`config.mk`:
```
export PLATFORM = sky130hd
export DESIGN_NAME = fetch_sequencer
export DESIGN_NICKNAME = d
export VERILOG_FILES = /design/src/rtl/pkgs.sv /design/src/rtl/branch_control.sv /design/src/rtl/fetch_sequencer.sv
export SDC_FILE = /design/constraint.sdc
export NUM_CORES = 1
export LEC_CHECK = 0
export ABC_AREA = 1
export BUFFER_PORTS_ARGS = -buffer_cell sky130_fd_sc_hd__buf_2
export CAP_MARGIN = 10
export CORE_UTILIZATION = 47
export DETAILED_ROUTE_END_ITERATION = 10
export PLACE_DENSITY = 0.79
export SYNTH_ARGS = -nofsm -noshare
export SYNTH_HDL_FRONTEND = slang
export SYNTH_SLANG_ARGS = --single-unit
export TNS_END_PERCENT = 50
```
`constraint.sdc`:
```
create_clock -name clk -period 2.4 [get_ports clk]
set_clock_uncertainty 0.1 [all_clocks]
set_input_delay 0.24 -clock clk [delete_from_list [all_inputs] [get_ports clk]]
set_output_delay 0.24 -clock clk [all_outputs]
set_load 0.05 [all_outputs]
```
`src/rtl/pkgs.sv`:
```
// Definitions shared by the fetch and decode front end: branch condition
// codes, instruction/address width and the default boot PC.
package pkgs;

  localparam int unsigned ADDR_W = 19;

  localparam logic [ADDR_W-1:0] BOOT_PC_DEFAULT = 19'h00000;

  typedef enum logic [2:0] {
    BR_EQ   = 3'd0,
    BR_NE   = 3'd1,
    BR_RSV2 = 3'd2,
    BR_RSV3 = 3'd3,
    BR_LT   = 3'd4,
    BR_GE   = 3'd5,
    BR_LTU  = 3'd6,
    BR_GEU  = 3'd7
  } br_cond_e;

endpackage

```
`src/rtl/branch_control.sv`:
```
// Branch condition evaluator: compares two operands under a func3 condition
// code. Reserved codes never evaluate true.
module branch_control
  import pkgs::*;
(
  input  logic [2:0]        func3_i,
  input  logic [ADDR_W-1:0] opr_a_i,
  input  logic [ADDR_W-1:0] opr_b_i,
  output logic              cond_o
);

  br_cond_e cond_code;

  assign cond_code = br_cond_e'(func3_i);

  always_comb begin
    // NOTE: default first, so no path through the case can leave cond_o
    // unassigned and infer a latch.
    cond_o = 1'b0;
    case (cond_code)
      BR_EQ:   cond_o = (opr_a_i == opr_b_i);
      BR_NE:   cond_o = (opr_a_i != opr_b_i);
      BR_LT:   cond_o = ($signed(opr_a_i) <  $signed(opr_b_i));
      BR_GE:   cond_o = ($signed(opr_a_i) >= $signed(opr_b_i));
      BR_LTU:  cond_o = (opr_a_i <  opr_b_i);
      BR_GEU:  cond_o = (opr_a_i >= opr_b_i);
      default: cond_o = 1'b0;
    endcase
  end

endmodule

```
`src/rtl/fetch_sequencer.sv`:
```
// Instruction fetch sequencer: one-deep fetch/buffer loop to the decoder with
// branch resolution, flush, in-flight response draining and a taken counter.
module fetch_sequencer
  import pkgs::*;
#(
  parameter logic [ADDR_W-1:0] BOOT_PC = BOOT_PC_DEFAULT,
  parameter int unsigned       CNT_W   = 16
) (
  input  logic              clk,
  input  logic              reset,
  output logic              imem_req_o,
  output logic [ADDR_W-1:0] imem_addr_o,
  input  logic              imem_rvalid_i,
  input  logic [ADDR_W-1:0] imem_rdata_i,
  output logic              instr_valid_o,
  output logic [ADDR_W-1:0] instr_o,
  output logic [ADDR_W-1:0] instr_pc_o,
  input  logic              decode_ready_i,
  input  logic              br_valid_i,
  input  logic              is_b_type_i,
  input  logic [2:0]        br_func3_i,
  input  logic [ADDR_W-1:0] br_opr_a_i,
  input  logic [ADDR_W-1:0] br_opr_b_i,
  input  logic [ADDR_W-1:0] br_pc_i,
  input  logic [ADDR_W-1:0] br_imm_i,
  output logic              flush_o,
  output logic [CNT_W-1:0]  taken_cnt_o
);

  typedef enum logic [1:0] {
    ST_IDLE,
    ST_FETCH,
    ST_WAIT,
    ST_DRAIN
  } state_e;

  state_e            state_q, state_d;
  logic [ADDR_W-1:0] pc_q, pc_d;
  logic              valid_q, valid_d;
  logic [ADDR_W-1:0] instr_q, instr_d;
  logic [ADDR_W-1:0] instr_pc_q, instr_pc_d;
  logic [CNT_W-1:0]  cnt_q, cnt_d;

  logic              cond;
  logic              br_taken;
  logic              consume;
  logic              issue;
  logic              load;
  logic [ADDR_W-1:0] br_target;

  branch_control u_branch_control (
    .func3_i (br_func3_i),
    .opr_a_i (br_opr_a_i),
    .opr_b_i (br_opr_b_i),
    .cond_o  (cond)
  );

  // Word-granular target; the 19-bit sum wraps silently.
  assign br_target = br_pc_i + br_imm_i;
  // Nothing is in flight while IDLE, so a branch there has nothing to flush.
  assign br_taken  = br_valid_i & is_b_type_i & cond & (state_q != ST_IDLE);
  assign consume   = valid_q & decode_ready_i;

  always_comb begin
    state_d    = state_q;
    pc_d       = pc_q;
    valid_d    = valid_q;
    instr_d    = instr_q;
    instr_pc_d = instr_pc_q;
    cnt_d      = cnt_q;
    issue      = 1'b0;
    load       = 1'b0;

    case (state_q)
      ST_IDLE: state_d = ST_FETCH;
      ST_FETCH: begin
        if (!br_taken && (!valid_q || consume)) begin
          issue   = 1'b1;
          state_d = ST_WAIT;
        end
      end
      ST_WAIT: begin
        if (imem_rvalid_i) begin
          load    = !br_taken;
          state_d = ST_FETCH;
        end else if (br_taken) begin
          state_d = ST_DRAIN;
        end
      end
      ST_DRAIN: begin
        if (imem_rvalid_i) state_d = ST_FETCH;
      end
      default: state_d = ST_IDLE;
    endcase

    if (consume) valid_d = 1'b0;
    if (load) begin
      valid_d    = 1'b1;
      instr_d    = imem_rdata_i;
      instr_pc_d = pc_q;
      pc_d       = pc_q + ADDR_W'(1);
    end
    // A taken branch overrides any load or increment computed above.
    if (br_taken) begin
      valid_d = 1'b0;
      pc_d    = br_target;
      if (cnt_q != '1) cnt_d = cnt_q + CNT_W'(1);
    end
  end

  // NOTE: sequential state uses non-blocking assignments so every flop
  // samples the pre-edge value of every other flop.
  always_ff @(posedge clk or posedge reset) begin
    if (reset) begin
      state_q    <= ST_IDLE;
      pc_q       <= BOOT_PC;
      valid_q    <= 1'b0;
      instr_q    <= '0;
      instr_pc_q <= '0;
      cnt_q      <= '0;
    end else begin
      state_q    <= state_d;
      pc_q       <= pc_d;
      valid_q    <= valid_d;
      instr_q    <= instr_d;
      instr_pc_q <= instr_pc_d;
      cnt_q      <= cnt_d;
    end
  end

  assign imem_req_o    = issue;
  assign imem_addr_o   = issue ? pc_q : '0;
  assign instr_valid_o = valid_q;
  assign instr_o       = instr_q;
  assign instr_pc_o    = instr_pc_q;
  assign flush_o       = br_taken;
  assign taken_cnt_o   = cnt_q;

endmodule

```
== Yosys cells after proc, flatten, opt, wreduce, memory -nomap -nowiden ==
Index checks and enable logic that the tools add are counted.

* Flip-flop bits (word level): 76
* Latch bits: 0
* RAM bits: 0
* ROM bits: 0
* Input bits: 104
* Output and inout bits: 76
* Memories kept: 0

* $add $sub $neg: 3
* $mul: 0
* Divide/modulo/power cells: 0
* Order comparisons: 4
* Equality and inequality tests: 14
* Shift operators: 0
* Multiplexer cells: 16
* Bitwise logic cells: 4
* Reductions and logical operators: 11

{| class="wikitable"
|+ Operators with widths
! operator !! number
|-
| 2-to-1 mux 19 bit || 3
|-
| greater-or-equal comparator 19 bit || 2
|-
| < comparator 19 bit || 2
|-
| adder 19 x 1 -> 19 bit, second input constant || 1
|-
| adder 19 bit || 1
|-
| equality test 19 bit || 1
|-
| inequality test 19 bit || 1
|-
| adder 16 x 1 -> 16 bit, second input constant || 1
|-
| inequality test 16 bit, second input constant || 1
|-
| equality test 3 bit, second input constant || 4
|-
| 2-to-1 mux 2 bit || 4
|-
| one-hot mux 2 bit (4 select lines) || 1
|-
| 2-to-1 mux 1 bit || 7
|-
| one-hot mux 1 bit (6 select lines) || 1
|-
| bitwise AND 1 bit || 4
|-
| equality test 2 bit, second input constant || 2
|-
| inequality test 2 bit, second input constant || 2
|-
| nonzero test 2 bit || 2
|-
| equality test 3 x 1 -> 1 bit, second input constant || 1
|-
| zero test 3 bit || 1
|-
| inequality test 3 bit, second input constant || 1
|-
| AND reduction 3 bit || 1
|-
| nonzero test 3 bit || 1
|-
| equality test 2 x 1 -> 1 bit, second input constant || 1
|-
| 5 further kinds || 6
|}

== Longest topological paths before layout ==
Gate-level depths: netlist of run 1.

* Depth in word-level cells: 9
* Mapped depth: 22

== Cells and area by module ==
A second synthesis of run 1 with hierarchy kept.

* Cell total of the unflattened synthesis: 777
* Area, all modules: 5,534.1 um^2

{| class="wikitable"
|+ By module, submodules not included
! module !! times used !! cells each !! area an instance (um^2)
|-
| fetch_sequencer || 1 || 655 || 4,844.6
|-
| branch_control || 1 || 122 || 689.4
|}

== Worst setup path before layout of run 1 ==
Ideal clock, no wire load.

* Path kind: input -> output
* Start: in br_opr_b_i[18]
* End: out imem_addr_o[10]
* Arrival time: 2.278 ns
* Path slack: -0.218 ns
* Stages on the path: 16
* Cell sequence: inv_1 ha_1 nand2_2 nor2_4 nand2_1 nor2_1 nand2_1 nand4_1 nand2_1 nor2_1 nand3_2 nand2_4 buf_6 nand3_2 buf_6 nor2_2

* Word-level cells in the longest chain between the ends: 9

{| class="wikitable"
|+ RTL lines
! what !! line !! text
|-
| from (decl) || fetch_sequencer.sv:23 || <nowiki>input logic [ADDR_W-1:0] br_opr_b_i,</nowiki>
|-
| greater-or-equal comparator 19 bit (tied with other cells) || branch_control.sv:26 || <nowiki>BR_GEU: cond_o = (opr_a_i >= opr_b_i);</nowiki>
|-
| one-hot mux 1 bit (6 select lines) (*) || branch_control.sv:20 || <nowiki>case (cond_code)</nowiki>
|-
| bitwise AND 1 bit (*) (2 in a row) || fetch_sequencer.sv:61 || <nowiki>assign br_taken = br_valid_i & is_b_type_i & cond & (state_q != ST_IDLE);</nowiki>
|-
| zero test 1 bit (*) || fetch_sequencer.sv:77 || <nowiki>if (!br_taken && (!valid_q || consume)) begin</nowiki>
|-
| logical AND 1 bit (*) || fetch_sequencer.sv:77 ||
|-
| 2-to-1 mux 1 bit (*) || fetch_sequencer.sv:77 ||
|-
| 2-to-1 mux 1 bit (*) || fetch_sequencer.sv:74 || <nowiki>case (state_q)</nowiki>
|-
| 2-to-1 mux 19 bit (*) || fetch_sequencer.sv:132 || <nowiki>assign imem_addr_o = issue ? pc_q : '0;</nowiki>
|-
| to (decl) || fetch_sequencer.sv:12 || <nowiki>output logic [ADDR_W-1:0] imem_addr_o,</nowiki>
|}

Mark *: on every way between the ends. The rest lies on a longest branch, timed or not.

== Worst setup path after layout of run 1 ==
* Start: in br_opr_a_i[14]
* End: out imem_addr_o[8]

* Word-level cells in the longest chain between the ends: 9

{| class="wikitable"
|+ RTL lines
! what !! line !! text
|-
| from (decl) || fetch_sequencer.sv:22 || <nowiki>input logic [ADDR_W-1:0] br_opr_a_i,</nowiki>
|-
| greater-or-equal comparator 19 bit (tied with other cells) || branch_control.sv:26 ||
|-
| one-hot mux 1 bit (6 select lines) (*) || branch_control.sv:20 ||
|-
| bitwise AND 1 bit (*) (2 in a row) || fetch_sequencer.sv:61 ||
|-
| zero test 1 bit (*) || fetch_sequencer.sv:77 ||
|-
| logical AND 1 bit (*) || fetch_sequencer.sv:77 ||
|-
| 2-to-1 mux 1 bit (*) || fetch_sequencer.sv:77 ||
|-
| 2-to-1 mux 1 bit (*) || fetch_sequencer.sv:74 ||
|-
| 2-to-1 mux 19 bit (*) || fetch_sequencer.sv:132 ||
|}

Marks and branches as above.

==> results of run 1 <==
critical path: stages:
cell and delay, ns:
buf_2 0.12, ha_4 0.25, nand2_4 0.07, inv_2 0.03, nand2_1 0.06, nand2_2 0.07
a21oi_4 0.19, nand3_2 0.10, nand2_2 0.09, nand3_1 0.06, nand2_1 0.08, nand3_2 0.09
nand2_4 0.08, nand3_4 0.13, clkbuf_16 0.23, nor2_4 0.09, buf_6 0.16
state kept, by name (all words and copies together), names as in the netlist:
name / cells
instr_pc_o: 19
pc_q: 19
instr_o: 19
state_q: 2
instr_valid_o: 1
taken_cnt_o: 16
area by class of cell:
cell class / count / share of cell area
Clock buffer: 12 / 0.0320
Clock inverter: 4 / 0.00325
Inverter: 99 / 0.0517
Multi-Input combinational cell: 563 / 0.452
Sequential cell: 76 / 0.247
Tap cell: 143 / 0.0233
Timing Repair Buffer: 215 / 0.190
Yosys cell counts (all sizes together):
| master | n |
|---|---|
| nand2 | 214 |
| inv | 99 |
| dfrtp | 76 |
| nand3 | 68 |
| o21ai | 62 |
| nor2 | 61 |
| ha | 43 |
| a21oi | 32 |
| xor2 | 29 |
| buf | 16 |
| nor3 | 16 |
| nand4 | 10 |
| xnor2 | 7 |
| clkbuf | 5 |
| a31oi | 4 |
| nor4 | 4 |
| o21a | 4 |
| and2 | 2 |
| o211ai | 2 |
| o31ai | 2 |
| a211oi | 1 |
| a21o | 1 |
| fa | 1 |
power groups by stage:
stage | Clock, mW | Combinational [mW] | Sequential [mW]
6_report | 1.25 | 5.07 | 2.18
5_1_grt | 1.33 | 5.41 | 2.25
4_1_cts | 1.26 | 4.88 | 2.17
3_5_place_dp | 0 | 4.67 | 2.19
3_3_place_gp | 0 | 4.60 | 2.17
2_1_floorplan | 0 | 2.24 | 3.48
per-layer routing:
layer | up-vias | track usage
met2 | 156 | 0.449
met3 | 35 | 0.0477
met4 | 0 | 0.0996
li1 | 2861 | -
met1 | 2576 | 0.287
met5 | - | 0
how the worst max path moves through the flow:
stage | slack, ns | start | depth (start not counted) | end
3_5_place_dp | -0.19 | br_opr_b_i[10] | 17 | imem_addr_o[0]
2_1_floorplan | 0.001 | br_opr_b_i[9] | 16 | imem_addr_o[0]
4_1_cts | -0.06 | br_opr_b_i[18] | 18 | imem_addr_o[0]
3_3_place_gp | -0.14 | br_opr_b_i[10] | 17 | imem_addr_o[0]
6_report | -0.09 | br_opr_a_i[14] | 17 | imem_addr_o[8]
5_1_grt | -0.23 | br_opr_b_i[11] | 17 | imem_addr_o[3]
logic make-up after synthesis:
| group | count (synthesis) | share of synthesized area |
|---|---|---|
| compound gates | 108 | 0.105 |
| xor+xnor | 36 | 0.0569 |
| fa+ha+maj | 44 | 0.101 |
| buf+inv | 120 | 0.0963 |
| flops | 76 | 0.344 |
| simple gates | 375 | 0.297 |
through the flow:
stage                     hold WS (ns)  power [mW]
after floorplan                  0.285        5.72
after detailed placement         0.228        6.86
after CTS                       0.0178        8.32
after global routing            0.0234        8.99
final                           0.0291        8.50
after global placement           0.224        6.76
repair_timing:
| action | CTS | global route |
|---|---|---|
| resized for setup | 46 | 46 |
| buffers inserted | 0 | 1 |
| setup endpoints to repair | 21 | 26 |
| hold endpoints to repair | 30 | 0 |
| pin swaps | 0 | 13 |
| hold buffers | 1 | 0 |
| cloned | 0 | 2 |
==> summary.txt, run 1 <==
Crit-path max FO: 9
Initial antenna violation count: 0
H-tree levels: 3
Reg2reg end: pc_q[18]$_DFFE_PP0P_
Slew margin rel.: 0.596
Clk buf depth: 2
Yosys top cell area share: 0.344
Syn Nets: 907
Max Cap Violations: 0
Reg power frac: 0.257
Synth unique cells: 37
End-of-flow core utilization: 0.671
Power Dens Cells: 1100 nW/um2
Drt drc: 0
Sw Pwr: 4.43 mW
Nets: 1112
Commonest cells after routing, fill and taps aside: 193 x nand2_1, 147 x buf_2, 78 x inv_1, 76 x dfrtp_1, 65 x nand3_1
Required @ worst endpoint: 2.06 ns
Switch share: 0.522
WS Path Type: input pin to output pin
P_leak: 4.01 nW
Router iterations before antenna repair: 5
Final Setup Violations: 20
Most common cell after layout, fill and taps aside: nand2_1
Routed met1 length: 6130 um
Seq/Total Area, Yosys: 0.344
TritonCTS clock tree: done
Clk pwr share: 0.147
Final-report max-slew violation count: 0
Mapped Avg Cell Area: 7.29 um2
Number of antenna diodes: 0
FMAX: 402 MHz
Yosys reg bits: 76
Worst min-delay path class: input pin to register
Hold Path Stages: 3
Design Area, Final: 7690 um2
Dominant cell type by area after synthesis: dfrtp_1
Die width: 111 um
Number of global-route vias before repair: 5618
Initial Util: 0.483
Drt wl/cell: 13.4 um
Startpoint Class: input pin
Antenna-violating nets left: 0
Failing checks: setup timing
Nature of the critical path endpoint: output pin
# port buffers: 179
Area of the core: 11500 um2
Die Area: 12200 um2
Hold Fails Final Rpt: 0
# fillers: 965
Comb pwr share: 0.596
Area of the multi-input gates: 3480 um2
Clk sinks: 76
Hold path start: imem_rdata_i[12]
Worst Slack Setup Final: -0.0900 ns
Post-Layout Cell Count: 1112
Dpl hpwl: 11300 um
Synth-to-Final Area Change: 39.0%
Storage cell area: 1900 um2
Total GRT Usage: 0.249
Setup_tns: -1.27 ns
Die H: 111 um
Clock Latency Late Sink: 0.34 ns
Root Driver: clkbuf_16
Reg2Reg Depth: 13
Min cycle time layout: 2.49 ns
Max VDD drop: 1.10 mV
Clock transition at the registers of the reported paths: 0.06 ns
Global route total overflow: 0
Wire length of the first global-routing pass: 24900 um
Largest net degree at the start of global routing: 46
Tcrit/Tclk final: 1.04
Dpl ws: -0.187 ns
GP Congestion: 0.870
WL met3: 552 um
Worst-Margin Slew: 0.605 ns
Post-DR vias/cell: 5.06
DR WL met2: 7790 um
Mapped Cells: 759
Vias: 5628
Mapped cell area: 5540 um2
Final wirelength: 14900 um
Share of layout cells above drive strength 1: 0.331
Top cells by area, synth: dfrtp_1 34%, nand2_1 14%, ha_1 9.7%
Rows: 39
Worst Hold End: instr_o[12]$_DFFE_PP0P_
Status: finished, violations left
R2r setup slk: 0.08 ns
Arrival @ worst endpoint: 2.15 ns
Placed cells: 1092
Yosys warning count: 0
Iter 0 DRT Violations: 306
Ports: 180
CTS buffer count: 9
Top routing layer used: met4
Int Power: 4.06 mW
Placed Area: 7040 um2
RR Startpoint: pc_q[1]$_DFFE_PP0P_
Unrepaired setup endpoints after global routing: true
Power figures use the tool's default switching activity.
==> inputs of run 2 (changes only) <==
--- a/config.mk
+++ b/config.mk
@@ -8,9 +8,9 @@
 export ABC_AREA = 1
 export BUFFER_PORTS_ARGS = -buffer_cell sky130_fd_sc_hd__buf_2
 export CAP_MARGIN = 10
-export CORE_UTILIZATION = 47
+export CORE_UTILIZATION = 35
 export DETAILED_ROUTE_END_ITERATION = 10
-export PLACE_DENSITY = 0.79
+export PLACE_DENSITY = 0.62
 export SYNTH_ARGS = -nofsm -noshare
 export SYNTH_HDL_FRONTEND = slang
 export SYNTH_SLANG_ARGS = --single-unit
==> run 2 against run 1 <==
The flow still finishes with violations (setup timing). Final area increased by 2.4%. Die area grew 34%. Sequential share of layout area shrank 0.57 points. Sequential power hardly changed. Critical path depth unchanged. Wire length rose by 1.4%. First-iteration DRC count is 14% lower. Combinational power fell by 0.8%. Non-clock buffer count unchanged. Power grew 2.0%. Final cell count increased by 6.1%. Core utilization shrank 16 points.
==> summary.txt, run 2 (synthesis results as in run 1) <==
Status: finished, violations left (unchanged)
Failing checks: setup timing (unchanged)
CP max stage cell: ha_4 (unchanged)
RR Startpoint: pc_q[0]$_DFFE_PP0P_ (was pc_q[1]$_DFFE_PP0P_)
GP Congestion: 0.847 (was 0.870)
P_leak: 4.06 nW (was 4.01 nW)
Worst min-delay path class: input pin to register (unchanged)
Clk sinks: 76 (unchanged)
Crit-path max FO: 8 (was 9)
Tcrit/Tclk final: 1.04 (about the same)
WS Path Type: input pin to output pin (unchanged)
Drt drc: 0 (unchanged)
Placed Area: 7140 um2 (was 7040 um2)
Total power: 8.67 mW (was 8.50 mW)
Clock transition at the registers of the reported paths: 0.06 ns (about the same)
Drt wl/cell: 12.8 um (was 13.4 um)
# port buffers: 179 (unchanged)
Hold Slack: 0.0333 ns (was 0.0291 ns)
Required @ worst endpoint: 2.06 ns (about the same)
Largest net degree at the start of global routing: 47 (was 46)
Die Area: 16300 um2 (was 12200 um2)
TritonCTS clock tree: done (unchanged)
Iter 0 DRT Violations: 262 (was 306)
Die H: 128 um (was 111 um)
Post-DR vias/cell: 4.69 (was 5.06)
Min cycle time layout: 2.49 ns (about the same)
Number of global-route vias before repair: 5140 (was 5618)
Vias: 5534 (was 5628)
Hold path start: imem_rdata_i[12] (unchanged)
Power Dens Cells: 1100 nW/um2 (about the same)
Hold Fails Final Rpt: 0 (unchanged)
Commonest cells after routing, fill and taps aside: 193 x nand2_1, 147 x buf_2, 79 x inv_1, 76 x dfrtp_1, 61 x nand3_1 (was 193 x nand2_1, 147 x buf_2, 78 x inv_1, 76 x dfrtp_1, 65 x nand3_1)
Clock Latency Late Sink: 0.34 ns (about the same)
CTS buffer count: 9 (unchanged)
FMAX: 402 MHz (about the same)
H-tree levels: 3 (unchanged)
Startpoint Class: input pin (unchanged)
Initial antenna violation count: 0 (unchanged)
Final Setup Violations: 20 (unchanged)
Most common cell after layout, fill and taps aside: nand2_1 (unchanged)
Max VDD drop: 0.733 mV (was 1.10 mV)
Antenna-violating nets left: 0 (unchanged)
Final-report max-slew violation count: 0 (unchanged)
Ports: 180 (unchanged)
Number of antenna diodes: 0 (unchanged)
Share of layout cells above drive strength 1: 0.335 (was 0.331)
Root Driver: clkbuf_16 (unchanged)
Global route total overflow: 0 (unchanged)
Reg2reg end: pc_q[16]$_DFFE_PP0P_ (was pc_q[18]$_DFFE_PP0P_)
R2r setup slk: 0.18 ns (was 0.08 ns)
Nature of the critical path endpoint: output pin (unchanged)
# fillers: 1524 (was 965)
Slowest cell delay on critical path: 0.28 ns (was 0.25 ns)
Setup_tns: -0.999 ns (was -1.27 ns)
Synth-to-Final Area Change: 42.3% (was 39.0%)
Clk buf depth: 2 (unchanged)
Reg2Reg Depth: 12 (was 13)
Arrival @ worst endpoint: 2.15 ns (about the same)
Crit-path cells: buf_6, inv_4, ha_4, nand2_4, nor2_4, nand2_4, nor2_4, nand2_2, nand4_1, nand2_1, nor2_2, nand3_2, nand2_4, nand3_4, clkbuf_16, nor2_4, buf_8 (was buf_2, ha_4, nand2_4, inv_2, nand2_1, nand2_2, a21oi_4, nand3_2, nand2_2, nand3_1, nand2_1, nand3_2, nand2_4, nand3_4, clkbuf_16, nor2_4, buf_6)
Die width: 128 um (was 111 um)
Worst Slack Setup Final: -0.0890 ns (was -0.0900 ns)
Rows: 45 (was 39)
Final wirelength: 15100 um (was 14900 um)
Worst Hold End: instr_o[12]$_DFFE_PP0P_ (unchanged)
Unrepaired setup endpoints after global routing: true (unchanged)
Max Cap Violations: 0 (unchanged)
Hold Path Stages: 3 (unchanged)
Worst-Margin Slew: 0.554 ns (was 0.605 ns)
Design Area, Final: 7880 um2 (was 7690 um2)
Initial Util: 0.362 (was 0.483)
Router iterations before antenna repair: 5 (unchanged)
Total GRT Usage: 0.187 (was 0.249)
Dpl hpwl: 11700 um (was 11300 um)
Wire length of the first global-routing pass: 24300 um (was 24900 um)
Area of the core: 15300 um2 (was 11500 um2)
Nets: 1112 (unchanged)
Slew margin rel.: 0.630 (was 0.596)
[run 2: worst max-delay path by stage]
stage,start,endpoint,slack (ns),cells past startpoint
after global placement,br_opr_b_i[10],imem_addr_o[0],-0.14,17
final,br_opr_b_i[18],imem_addr_o[11],-0.09,17
after CTS,br_opr_b_i[5],imem_addr_o[0],-0.05,17
after global routing,br_opr_b_i[18],imem_addr_o[3],-0.18,17
after floorplan,br_opr_b_i[9],imem_addr_o[0],0.001,16
after detailed placement,br_opr_b_i[10],imem_addr_o[0],-0.16,17
[run 2: cell type report]
| type | instances | area, um2 | area share |
|---|---|---|---|
| clock buffers | 12 | 246 | 0.0313 |
| clock inverters | 4 | 72.6 | 0.00921 |
| inverters | 99 | 395 | 0.0502 |
| multi-input cells | 563 | 3510 | 0.446 |
| flip-flops and latches | 76 | 1900 | 0.241 |
| well taps | 211 | 264 | 0.0335 |
| repair buffers | 215 | 1480 | 0.188 |
[run 2: where the power goes]
part / switching [mW] / total [mW] / internal (mW)
Clock: 0.530 / 1.47 / 0.938
Combinational: 3.51 / 5.03 / 1.52
Sequential: 0.365 / 2.17 / 1.80
Total: 4.41 / 8.67 / 4.26
[run 2: what timing repair did]
action                                 4_1_cts  5_1_grt
cloned                                       0        1
buffers inserted                             0        3
setup endpoints to repair                   21       25
endpoints found under the hold margin       30        0
hold buffers                                 1        0
resized for setup                           50       52
pin swaps                                    1       35
[run 2: worst max-delay path: cells and delay by family]
kind	cells	cell delay (ns)
buf+inv	4	0.47
fa+ha+maj	1	0.28
simple gates	12	1.15
[run 2: routing by layer]
metal	routed length, um	vias to the layer above	GRT usage
li1	-	2858	-
met1	6690	2533	0.235
met2	7700	135	0.337
met3	572	8	0.0313
met4	88	0	0.0332
met5	0	-	0
[run 2: through the flow]
step	instances	setup WS [ns]	util
2_1_floorplan	759	0.00146	-
3_3_place_gp	1159	-0.136	0.467
3_5_place_dp	1159	-0.165	0.467
4_1_cts	1176	-0.0485	0.499
5_1_grt	1180	-0.184	0.514
6_report	1180	-0.0890	0.514
